==> config.mk <==
export PLATFORM = sky130hd
export DESIGN_NAME = uart_fifo_core
export DESIGN_NICKNAME = d
export VERILOG_FILES = /design/src/rtl/uart_fifo_core.sv
export SDC_FILE = /design/constraint.sdc
export NUM_CORES = 1
export LEC_CHECK = 0
export BUFFER_PORTS_ARGS = -buffer_cell sky130_fd_sc_hd__buf_2
export CORE_ASPECT_RATIO = 1.5
export CORE_UTILIZATION = 30
export CTS_BUF_LIST = sky130_fd_sc_hd__clkbuf_4
export DETAILED_ROUTE_END_ITERATION = 8
export GPL_ROUTABILITY_DRIVEN = 1
export SLEW_MARGIN = 20
export SYNTH_ARGS = -nofsm -noshare
export SYNTH_HDL_FRONTEND = slang
export SYNTH_SLANG_ARGS = --single-unit
export TNS_END_PERCENT = 1
==> constraint.sdc <==
create_clock -name clk -period 9.81 [get_ports clk]
set_clock_uncertainty 0.1 [all_clocks]
set_input_delay 1.962 -clock clk [delete_from_list [all_inputs] [get_ports clk]]
set_output_delay 1.962 -clock clk [all_outputs]
set_load 0.02 [all_outputs]
==> src/rtl/uart_fifo_core.sv <==
// UART core: baud tick divider, oversampling receiver, transmitter and
// independent RX/TX FIFOs with show-ahead registered heads.

module uart_fifo_buf #(
    parameter int W  = 8,
    parameter int AW = 3
) (
    input  logic          clk,
    input  logic          srst,
    input  logic          push,
    input  logic [W-1:0]  push_data,
    input  logic          pop,
    output logic [W-1:0]  head,
    output logic [AW:0]   count,
    output logic          full,
    output logic          empty
);
    localparam int DEPTH = 1 << AW;

    logic [W-1:0]  mem [0:DEPTH-1];
    logic [AW-1:0] wr_ptr_reg, rd_ptr_reg, rd_ptr_next;
    logic [AW:0]   count_reg, count_next;
    logic [W-1:0]  head_reg;
    logic          do_push, do_pop;

    assign full    = count_reg[AW];
    assign empty   = (count_reg == '0);
    assign count   = count_reg;
    assign head    = head_reg;
    assign do_pop  = pop && !empty;
    assign do_push = push && (!full || do_pop);
    assign rd_ptr_next = do_pop ? rd_ptr_reg + AW'(1) : rd_ptr_reg;

    always_comb begin
        count_next = count_reg;
        if (do_push && !do_pop)
            count_next = count_reg + (AW+1)'(1);
        else if (!do_push && do_pop)
            count_next = count_reg - (AW+1)'(1);
    end

    always_ff @(posedge clk) begin
        if (do_push)
            mem[wr_ptr_reg] <= push_data;
    end

    // The head register bypasses the array when the pushed word becomes the head.
    always_ff @(posedge clk) begin
        if (srst) begin
            wr_ptr_reg <= '0;
            rd_ptr_reg <= '0;
            count_reg  <= '0;
            head_reg   <= '0;
        end else begin
            if (do_push)
                wr_ptr_reg <= wr_ptr_reg + AW'(1);
            rd_ptr_reg <= rd_ptr_next;
            count_reg  <= count_next;
            if (count_next == '0)
                head_reg <= '0;
            else if (do_push && (empty || (do_pop && count_reg == (AW+1)'(1))))
                head_reg <= push_data;
            else
                head_reg <= mem[rd_ptr_next];
        end
    end
endmodule

module uart_fifo_core #(
    parameter int NBITS   = 8,
    parameter int NTICK   = 16,
    parameter int FIFO_AW = 3,
    parameter int DIV_W   = 16
) (
    input  logic               clk,
    input  logic               rst,
    input  logic [DIV_W-1:0]   divisor,
    input  logic               parity_en,
    input  logic               parity_odd,
    input  logic               stop2,
    input  logic [NBITS-1:0]   tx_data,
    input  logic               tx_wr,
    output logic               tx_full,
    output logic [FIFO_AW:0]   tx_count,
    output logic               tx_out,
    output logic               tx_busy,
    input  logic               rx_in,
    input  logic               rx_rd,
    output logic [NBITS-1:0]   rx_data,
    output logic               rx_parity_err,
    output logic               rx_frame_err,
    output logic               rx_empty,
    output logic [FIFO_AW:0]   rx_count,
    output logic               rx_overrun,
    input  logic               err_clr
);
    localparam int TW = $clog2(2 * NTICK);
    localparam int BW = $clog2(NBITS + 1);
    localparam logic [TW-1:0] HALF_LAST  = TW'(NTICK / 2 - 1);
    localparam logic [TW-1:0] BIT_LAST   = TW'(NTICK - 1);
    localparam logic [TW-1:0] STOP2_LAST = TW'(2 * NTICK - 1);
    localparam logic [BW-1:0] LAST_BIT   = BW'(NBITS - 1);

    typedef enum logic [2:0] {S_IDLE, S_START, S_DATA, S_PARITY, S_STOP} state_t;

    logic [DIV_W-1:0] tick_cnt_reg;
    logic             tick;

    assign tick = (tick_cnt_reg >= divisor);

    always_ff @(posedge clk) begin
        if (rst || tick)
            tick_cnt_reg <= '0;
        else
            tick_cnt_reg <= tick_cnt_reg + DIV_W'(1);
    end

    // ---------------- receiver ----------------
    logic [1:0]       rx_sync_reg;
    logic             rx_s;
    state_t           rx_state_reg;
    logic [TW-1:0]    rx_tick_reg;
    logic [BW-1:0]    rx_bit_reg;
    logic [NBITS-1:0] rx_shift_reg;
    logic             rx_par_en_reg, rx_par_odd_reg, rx_perr_reg;
    logic             rx_push_reg;
    logic [NBITS+1:0] rx_push_data_reg;
    logic             rx_full, rx_overrun_reg;

    assign rx_s = rx_sync_reg[1];

    always_ff @(posedge clk) begin
        if (rst)
            rx_sync_reg <= 2'b11;
        else
            rx_sync_reg <= {rx_sync_reg[0], rx_in};
    end

    always_ff @(posedge clk) begin
        if (rst) begin
            rx_state_reg     <= S_IDLE;
            rx_tick_reg      <= '0;
            rx_bit_reg       <= '0;
            rx_shift_reg     <= '0;
            rx_par_en_reg    <= 1'b0;
            rx_par_odd_reg   <= 1'b0;
            rx_perr_reg      <= 1'b0;
            rx_push_reg      <= 1'b0;
            rx_push_data_reg <= '0;
        end else begin
            rx_push_reg <= 1'b0;
            if (tick) begin
                case (rx_state_reg)
                    S_IDLE: if (!rx_s) begin
                        rx_state_reg   <= S_START;
                        rx_tick_reg    <= '0;
                        rx_par_en_reg  <= parity_en;
                        rx_par_odd_reg <= parity_odd;
                        rx_perr_reg    <= 1'b0;
                    end
                    S_START: if (rx_tick_reg == HALF_LAST) begin
                        rx_tick_reg  <= '0;
                        rx_bit_reg   <= '0;
                        rx_state_reg <= rx_s ? S_IDLE : S_DATA;
                    end else
                        rx_tick_reg <= rx_tick_reg + TW'(1);
                    S_DATA: if (rx_tick_reg == BIT_LAST) begin
                        rx_tick_reg  <= '0;
                        rx_shift_reg <= {rx_s, rx_shift_reg[NBITS-1:1]};
                        if (rx_bit_reg == LAST_BIT)
                            rx_state_reg <= rx_par_en_reg ? S_PARITY : S_STOP;
                        else
                            rx_bit_reg <= rx_bit_reg + BW'(1);
                    end else
                        rx_tick_reg <= rx_tick_reg + TW'(1);
                    S_PARITY: if (rx_tick_reg == BIT_LAST) begin
                        rx_tick_reg  <= '0;
                        rx_perr_reg  <= rx_s ^ (^rx_shift_reg) ^ rx_par_odd_reg;
                        rx_state_reg <= S_STOP;
                    end else
                        rx_tick_reg <= rx_tick_reg + TW'(1);
                    S_STOP: if (rx_tick_reg == BIT_LAST) begin
                        rx_tick_reg      <= '0;
                        rx_push_reg      <= 1'b1;
                        rx_push_data_reg <= {rx_perr_reg, !rx_s, rx_shift_reg};
                        rx_state_reg     <= S_IDLE;
                    end else
                        rx_tick_reg <= rx_tick_reg + TW'(1);
                    default: rx_state_reg <= S_IDLE;
                endcase
            end
        end
    end

    uart_fifo_buf #(.W(NBITS + 2), .AW(FIFO_AW)) u_rx_fifo (
        .clk       (clk),
        .srst      (rst),
        .push      (rx_push_reg),
        .push_data (rx_push_data_reg),
        .pop       (rx_rd),
        .head      ({rx_parity_err, rx_frame_err, rx_data}),
        .count     (rx_count),
        .full      (rx_full),
        .empty     (rx_empty)
    );

    // A dropped frame outranks a same-cycle clear.
    always_ff @(posedge clk) begin
        if (rst)
            rx_overrun_reg <= 1'b0;
        else if (rx_push_reg && rx_full && !rx_rd)
            rx_overrun_reg <= 1'b1;
        else if (err_clr)
            rx_overrun_reg <= 1'b0;
    end
    assign rx_overrun = rx_overrun_reg;

    // ---------------- transmitter ----------------
    state_t           tx_state_reg;
    logic [TW-1:0]    tx_tick_reg, tx_stop_last;
    logic [BW-1:0]    tx_bit_reg;
    logic [NBITS-1:0] tx_shift_reg, tx_head;
    logic             tx_par_en_reg, tx_par_bit_reg, tx_stop2_reg;
    logic             tx_first_reg, tx_out_reg, tx_busy_reg;
    logic             tx_empty, tx_pop;

    assign tx_stop_last = tx_stop2_reg ? STOP2_LAST : BIT_LAST;
    assign tx_pop = !tx_empty && ((tx_state_reg == S_IDLE) ||
                    (tx_state_reg == S_STOP && tick && tx_tick_reg == tx_stop_last));
    assign tx_out  = tx_out_reg;
    assign tx_busy = tx_busy_reg;

    uart_fifo_buf #(.W(NBITS), .AW(FIFO_AW)) u_tx_fifo (
        .clk       (clk),
        .srst      (rst),
        .push      (tx_wr),
        .push_data (tx_data),
        .pop       (tx_pop),
        .head      (tx_head),
        .count     (tx_count),
        .full      (tx_full),
        .empty     (tx_empty)
    );

    always_ff @(posedge clk) begin
        if (rst) begin
            tx_state_reg   <= S_IDLE;
            tx_tick_reg    <= '0;
            tx_bit_reg     <= '0;
            tx_shift_reg   <= '0;
            tx_par_en_reg  <= 1'b0;
            tx_par_bit_reg <= 1'b0;
            tx_stop2_reg   <= 1'b0;
            tx_first_reg   <= 1'b0;
            tx_out_reg     <= 1'b1;
            tx_busy_reg    <= 1'b0;
        end else begin
            case (tx_state_reg)
                S_IDLE: if (!tx_empty) begin
                    tx_shift_reg   <= tx_head;
                    tx_par_en_reg  <= parity_en;
                    tx_par_bit_reg <= (^tx_head) ^ parity_odd;
                    tx_stop2_reg   <= stop2;
                    tx_busy_reg    <= 1'b1;
                    tx_first_reg   <= 1'b1;
                    tx_tick_reg    <= '0;
                    tx_state_reg   <= S_START;
                end
                // The first tick after the pop only opens the start bit.
                S_START: if (tick) begin
                    if (tx_first_reg) begin
                        tx_first_reg <= 1'b0;
                        tx_out_reg   <= 1'b0;
                        tx_tick_reg  <= '0;
                    end else if (tx_tick_reg == BIT_LAST) begin
                        tx_tick_reg  <= '0;
                        tx_bit_reg   <= '0;
                        tx_out_reg   <= tx_shift_reg[0];
                        tx_state_reg <= S_DATA;
                    end else
                        tx_tick_reg <= tx_tick_reg + TW'(1);
                end
                S_DATA: if (tick) begin
                    if (tx_tick_reg == BIT_LAST) begin
                        tx_tick_reg <= '0;
                        if (tx_bit_reg == LAST_BIT) begin
                            tx_out_reg   <= tx_par_en_reg ? tx_par_bit_reg : 1'b1;
                            tx_state_reg <= tx_par_en_reg ? S_PARITY : S_STOP;
                        end else begin
                            tx_bit_reg   <= tx_bit_reg + BW'(1);
                            tx_shift_reg <= tx_shift_reg >> 1;
                            tx_out_reg   <= tx_shift_reg[1];
                        end
                    end else
                        tx_tick_reg <= tx_tick_reg + TW'(1);
                end
                S_PARITY: if (tick) begin
                    if (tx_tick_reg == BIT_LAST) begin
                        tx_tick_reg  <= '0;
                        tx_out_reg   <= 1'b1;
                        tx_state_reg <= S_STOP;
                    end else
                        tx_tick_reg <= tx_tick_reg + TW'(1);
                end
                S_STOP: if (tick) begin
                    if (tx_tick_reg == tx_stop_last) begin
                        tx_tick_reg <= '0;
                        if (!tx_empty) begin
                            tx_shift_reg   <= tx_head;
                            tx_par_en_reg  <= parity_en;
                            tx_par_bit_reg <= (^tx_head) ^ parity_odd;
                            tx_stop2_reg   <= stop2;
                            tx_out_reg     <= 1'b0;
                            tx_state_reg   <= S_START;
                        end else begin
                            tx_busy_reg  <= 1'b0;
                            tx_state_reg <= S_IDLE;
                        end
                    end else
                        tx_tick_reg <= tx_tick_reg + TW'(1);
                end
                default: tx_state_reg <= S_IDLE;
            endcase
        end
    end
endmodule
### Yosys cells after proc, flatten, opt, wreduce, memory -nomap -nowiden

Memories as Yosys holds them, arrays and structs flattened.
Index checks and enable logic that the tools add are counted.

| cells by class | value |
|---|---|
| $add $sub $neg | 13 |
| $lt $le $gt $ge | 1 |
| equality and inequality tests | 39 |
| muxes and demuxes | 104 |
| bitwise logic cells | 6 |
| reductions and logical operators | 71 |

Operators with widths:

| kind | count |
|---|---|
| 2-to-1 mux 3 bit | 21 |
| 2-to-1 mux 8 bit | 7 |
| 2-to-1 mux 5 bit | 11 |
| 2-to-1 mux 4 bit | 13 |
| inequality test 2 bit, second input constant | 20 |
| 2-to-1 mux 1 bit | 36 |
| one-hot mux 3 bit (5 select lines) | 2 |
| one-hot mux 8 bit (3 select lines) | 1 |
| one-hot mux 5 bit (4 select lines) | 1 |
| AND reduction 3 bit | 6 |
| logical AND 1 bit | 17 |
| adder 16 x 1 -> 16 bit, second input constant | 1 |
| adder 4 x 1 -> 4 bit, second input constant | 4 |
| greater-or-equal comparator 16 bit | 1 |
| logical NOT 4 bit | 4 |
| one-hot mux 4 bit (2 select lines) | 2 |
| parity 8 bit | 2 |
| one-hot mux 5 bit (3 select lines) | 1 |
| AND reduction 5 bit | 3 |
| AND reduction 7 bit | 2 |
| adder 3 x 1 -> 3 bit, second input constant | 4 |
| equality test 3 x 2 -> 1 bit, second input constant | 4 |
| one-hot mux 1 bit (2 select lines) | 6 |
| nonzero test 2 bit | 6 |
| 27 further kinds | 59 |

| word-level totals | value |
|---|---|
| flip-flop bits (word level) | 117 |
| memory bits (writable) | 144 |
| word-level logic and storage cells | 266 |
| memories | 2 |

Memories:

| memory | words | width | read ports | clocked after memory_dff | wr ports | line | source |
|---|---|---|---|---|---|---|---|
| u_rx_fifo.mem | 8 | 10 | 1 | 0 | 1 | 20 | `logic [W-1:0] mem [0:DEPTH-1];` |
| u_tx_fifo.mem | 8 | 8 | 1 | 0 | 1 | 20 |  |

### Depth between registers and ports, before layout

| depth | value |
|---|---|
| depth in word-level cells | 14 |
| depth in mapped cells | 11 |

### By module

A second synthesis with hierarchy kept.

| second synthesis, totals | value |
|---|---|
| cells, all modules | 1182 |
| area total of the unflattened synthesis | 12857.3 um2 |

By module, submodules not included:

| module | times used | cells an instance | area an instance (um2) | seq. area each (um2) |
|---|---|---|---|---|
| uart_fifo_buf (u_rx_fifo) | 1 | 367 | 4626.9 | 2802.7 |
| uart_fifo_core | 1 | 545 | 4465.5 | 1581.5 |
| uart_fifo_buf (u_tx_fifo) | 1 | 270 | 3764.9 | 2282.2 |

### Worst setup path before layout

OpenSTA, ideal clock, no wires.

| timing | value |
|---|---|
| path type | input-to-reg |
| start point | input divisor[15] |
| end point | memory u_tx_fifo.mem[2][0] (netlist: u_tx_fifo.mem[1][0]), enable pin |
| setup time | 398 ps |
| arrival | 4794 ps |
| data required time | 9312 ps |
| setup slack | 4518 ps |
| cell stages on the path | 9 |
| buffers on the path | 0 |
| path through | inv_1 ha_1 nand4_2 or4_4 o32ai_2 o21ai_2 a21oi_2 o21ai_2 nor4b_1 |

| between the ends | value |
|---|---|
| longest elaborated chain between the ends | 10 |

RTL lines:

| what | line | source |
|---|---|---|
| from (decl) | 77 | `input logic [DIV_W-1:0] divisor,` |
| greater-or-equal comparator 16 bit | 109 | `assign tick = (tick_cnt_reg >= divisor);` |
| logical AND 1 bit (2 in series) | 229 | `(tx_state_reg == S_STOP && tick && tx_tick_reg == tx_stop_last));` |
| logical OR 1 bit | 228 | `assign tx_pop = !tx_empty && ((tx_state_reg == S_IDLE) \|\|` |
| logical AND 1 bit | 228 |  |
| logical AND 1 bit | 30 | `assign do_pop = pop && !empty;` |
| logical OR 1 bit | 31 | `assign do_push = push && (!full \|\| do_pop);` |
| logical AND 1 bit | 31 |  |
| 2-to-1 mux 1 bit | 43 | `if (do_push)` |
| 2-to-1 mux 1 bit (not written as such) | 44 | `mem[wr_ptr_reg] <= push_data;` |
| to (decl) | 20 |  |

Every way passes these cells.

### Worst setup path after layout

| timing | value |
|---|---|
| start point | input divisor[13] |
| end point | memory u_tx_fifo.mem[12][3] (netlist: u_tx_fifo.mem[6][3]), enable pin |

Same word-level chain as after synthesis.

==> qor.yml <==
outcome:
  status: "completed"
sta:
  fin_crit_ns: 4.87
  setup_viol: 0
  max_freq_mhz: 205
  finalCritPeriodShare_pct: 49.7
  hold_viol_final: 0
  worst_pin_slew_ns: 1.06
  fin_tns_setup_ns: 0
  slew_viol_final: 0
  rsz0062_at_grt: "no"
  fin_ws_ns: 4.94
  whs_ns: 0.338
  maxSlewHeadroom_pct: 29.3
floorplan:
  initial_core_util_pct: 30.5
  die_w_um: 167
  num_rows: 90
  die_h_um: 250
  dieArea_um2: 41800
  core_um2: 40300
  pin_count: 56
synth:
  synth_edf_count: 144
  synth_top_area_share_pct: 35.2
  synthMostInstantiatedCell: "edfxtp_1"
  synth_cell_types: 76
  yosysWarnings: 0
  synthTopCellsByArea: "edfxtp_1 (35%), dfxtp_1 (19%), mux4_2 (9.5%)"
  avgSynthCellArea_um2: 12.1
  ys_top_cells_by_count: "edfxtp_1 (144), dfxtp_1 (117), nor2_1 (100)"
  synth_area_um2: 12300
  synth_fp_nets: 1082
  async_flop_share_pct: 0
  yosysTopAreaCell: "edfxtp_1"
  ys.flop_type: "edfxtp_1"
  syn_inst: 1014
  ys_seq_area_share_pct: 54.3
  ys_ff_latch: 261
place:
  gp_congestion: 0.778
  portBuffers: 55
  dpl.hpwl_um: 17700
  place_ws_ns: 3.89
power_and_ir_drop:
  power_mw: 3.31
  ir_worst_vdd_v: 0.0000847
  cellLeakagePower_nw: 5.40
  p_per_area_nw_per_um2: 234
global_route:
  grt_pass1_vias: 8501
  grt_max_degree: 80
  grt-ovfl-total: 0
  grt_pass1_wl_um: 42900
  gr-usage-all-layers_pct: 12.9
  antenna_found_initial: 3
run:
  drv_cap: 0
critical_path:
  worstPathArrival_ns: 5.09
  worstSetupStartpoint: "divisor[13]"
  end_kind: "flip-flop"
  critPathKind: "in2reg"
  worstSetupStartpointType: "input pin"
  crit_fanout: 8
  critPathRequiredTime_ns: 10.03
  r2r-start: "tick_cnt_reg[13]"
detailed_routing:
  drc_errors: 0
  dr.pass1.iters: 5
  ant_nets: 0
  drt-wirelength-per-cell_um: 15.9
  num_vias: 8244
  drt_iter0_markers: 413
  drt-total-wl_um: 26300
  via_per_inst: 4.98
finish:
  fillers: 3968
  drive_above_1_share_pct: 24.7
  largest_reg_flops: 80
  syn_to_final_growth_pct: 15.0
  fin_util_pct: 35.0
  final_net_count: 1164
worst_hold_path:
  hp-start: "rx_sync_reg[0]"
  worst_hold_path_type: "reg2reg"
clock_tree:
  post_cts_resize_count: 0
  cts_max_level: 3
  cts.sinks: 261
  clk_pin_slew_ns: 0.07
  cts_tree: "done"
  cts_max_path_buffers: 3
  cts_buffers: 66
  clk_latency_ns: 0.72
  cts_hold_buffers: 0
  postCtsSetupBuffers: 0
  root_buffer: "clkbuf_4"
-- routing by layer --
metal | vias up | GRT usage [%] | routed length, µm
met1 | 4041 | 13.3 | 10400
met3 | 53 | 2.74 | 984
met4 | 2 | 6.32 | 641
met2 | 144 | 24.5 | 14300
li1 | 4004 | - | -
met5 | - | 0 | 13
-- layout by cell type, fill, tap and decap left out, types with 4 or more instances in the layout --
cell type,instances
or4_1,7
dfxtp_1,116
nand2_1,80
xnor2_1,26
nor3b_1,8
nand2b_1,11
o21ai_0,30
nor2_1,100
a31oi_1,10
mux2_2,18
bufinv_16,4
o21a_1,5
clkinv_1,10
clkbuf_4,101
a211oi_1,18
mux2i_1,36
buf_2,55
edfxtp_1,144
nand4_1,6
mux4_2,52
or3_1,7
or2_2,4
o22ai_1,9
inv_1,37
nor3_1,14
xor2_1,14
buf_4,14
a21oi_1,50
a21oi_2,4
ha_1,35
nand3b_1,5
nand3_1,26
and3_1,8
o211a_1,10
-- cells by family (layout without fill, tap and decap cells) --
| group | after synthesis | after routing | share of synthesized area (%) |
|---|---|---|---|
| mux | 107 | 107 | 14.2 |
| flops | 261 | 261 | 54.3 |
| buf+inv | 93 | 227 | 3.10 |
| xor+xnor | 42 | 42 | 3.00 |
| other cells | 0 | 3 | 0 |
| fa+ha+maj | 35 | 35 | 3.57 |
| simple gates | 301 | 301 | 11.9 |
| compound gates | 175 | 175 | 9.99 |
-- critical path, cell delays in order --
cell     delay, ns
buf_2         0.07
inv_1         0.03
ha_1          0.31
nand4_2       0.17
or4_4         0.58
o32ai_2       0.27
o21ai_2       0.21
a21oi_2       0.35
o21ai_2       0.17
or2_1         0.30
nor2_1        0.65
-- metrics by stage --
step | area (µm²) | std cells
global route | 14100 | 1657
floorplan | 12300 | 1014
detailed placement | 13100 | 1533
finish | 14100 | 1657
global placement | 13100 | 1533
CTS | 14100 | 1653
-- power breakdown --
part	internal, mW	switching (mW)
logic	0.455	0.542
clock network	0.578	0.446
registers	1.22	0.0697
-- worst paths after layout --
kind,end,slack [ns],cells past startpoint
setup reg to reg,u_tx_fifo.mem[6][3],5.94,9
setup / recovery,u_tx_fifo.mem[6][3],4.94,11
hold / removal,rx_sync_reg[1],0.34,1
hold reg to reg,rx_sync_reg[1],0.34,1
-- layout make-up --
| type | count | area [µm²] | share of cell area [%] |
|---|---|---|---|
| inverter | 37 | 139 | 0.984 |
| multi-input combinational | 660 | 5320 | 37.6 |
| clock inverter | 19 | 190 | 1.35 |
| sequential | 261 | 6670 | 47.2 |
| timing repair buffer | 70 | 408 | 2.89 |
| clock buffer | 101 | 758 | 5.37 |
| tap | 506 | 633 | 4.48 |
| antenna | 3 | 7.51 | 0.0532 |
Note: power is estimated with default switching activity, not from simulation.
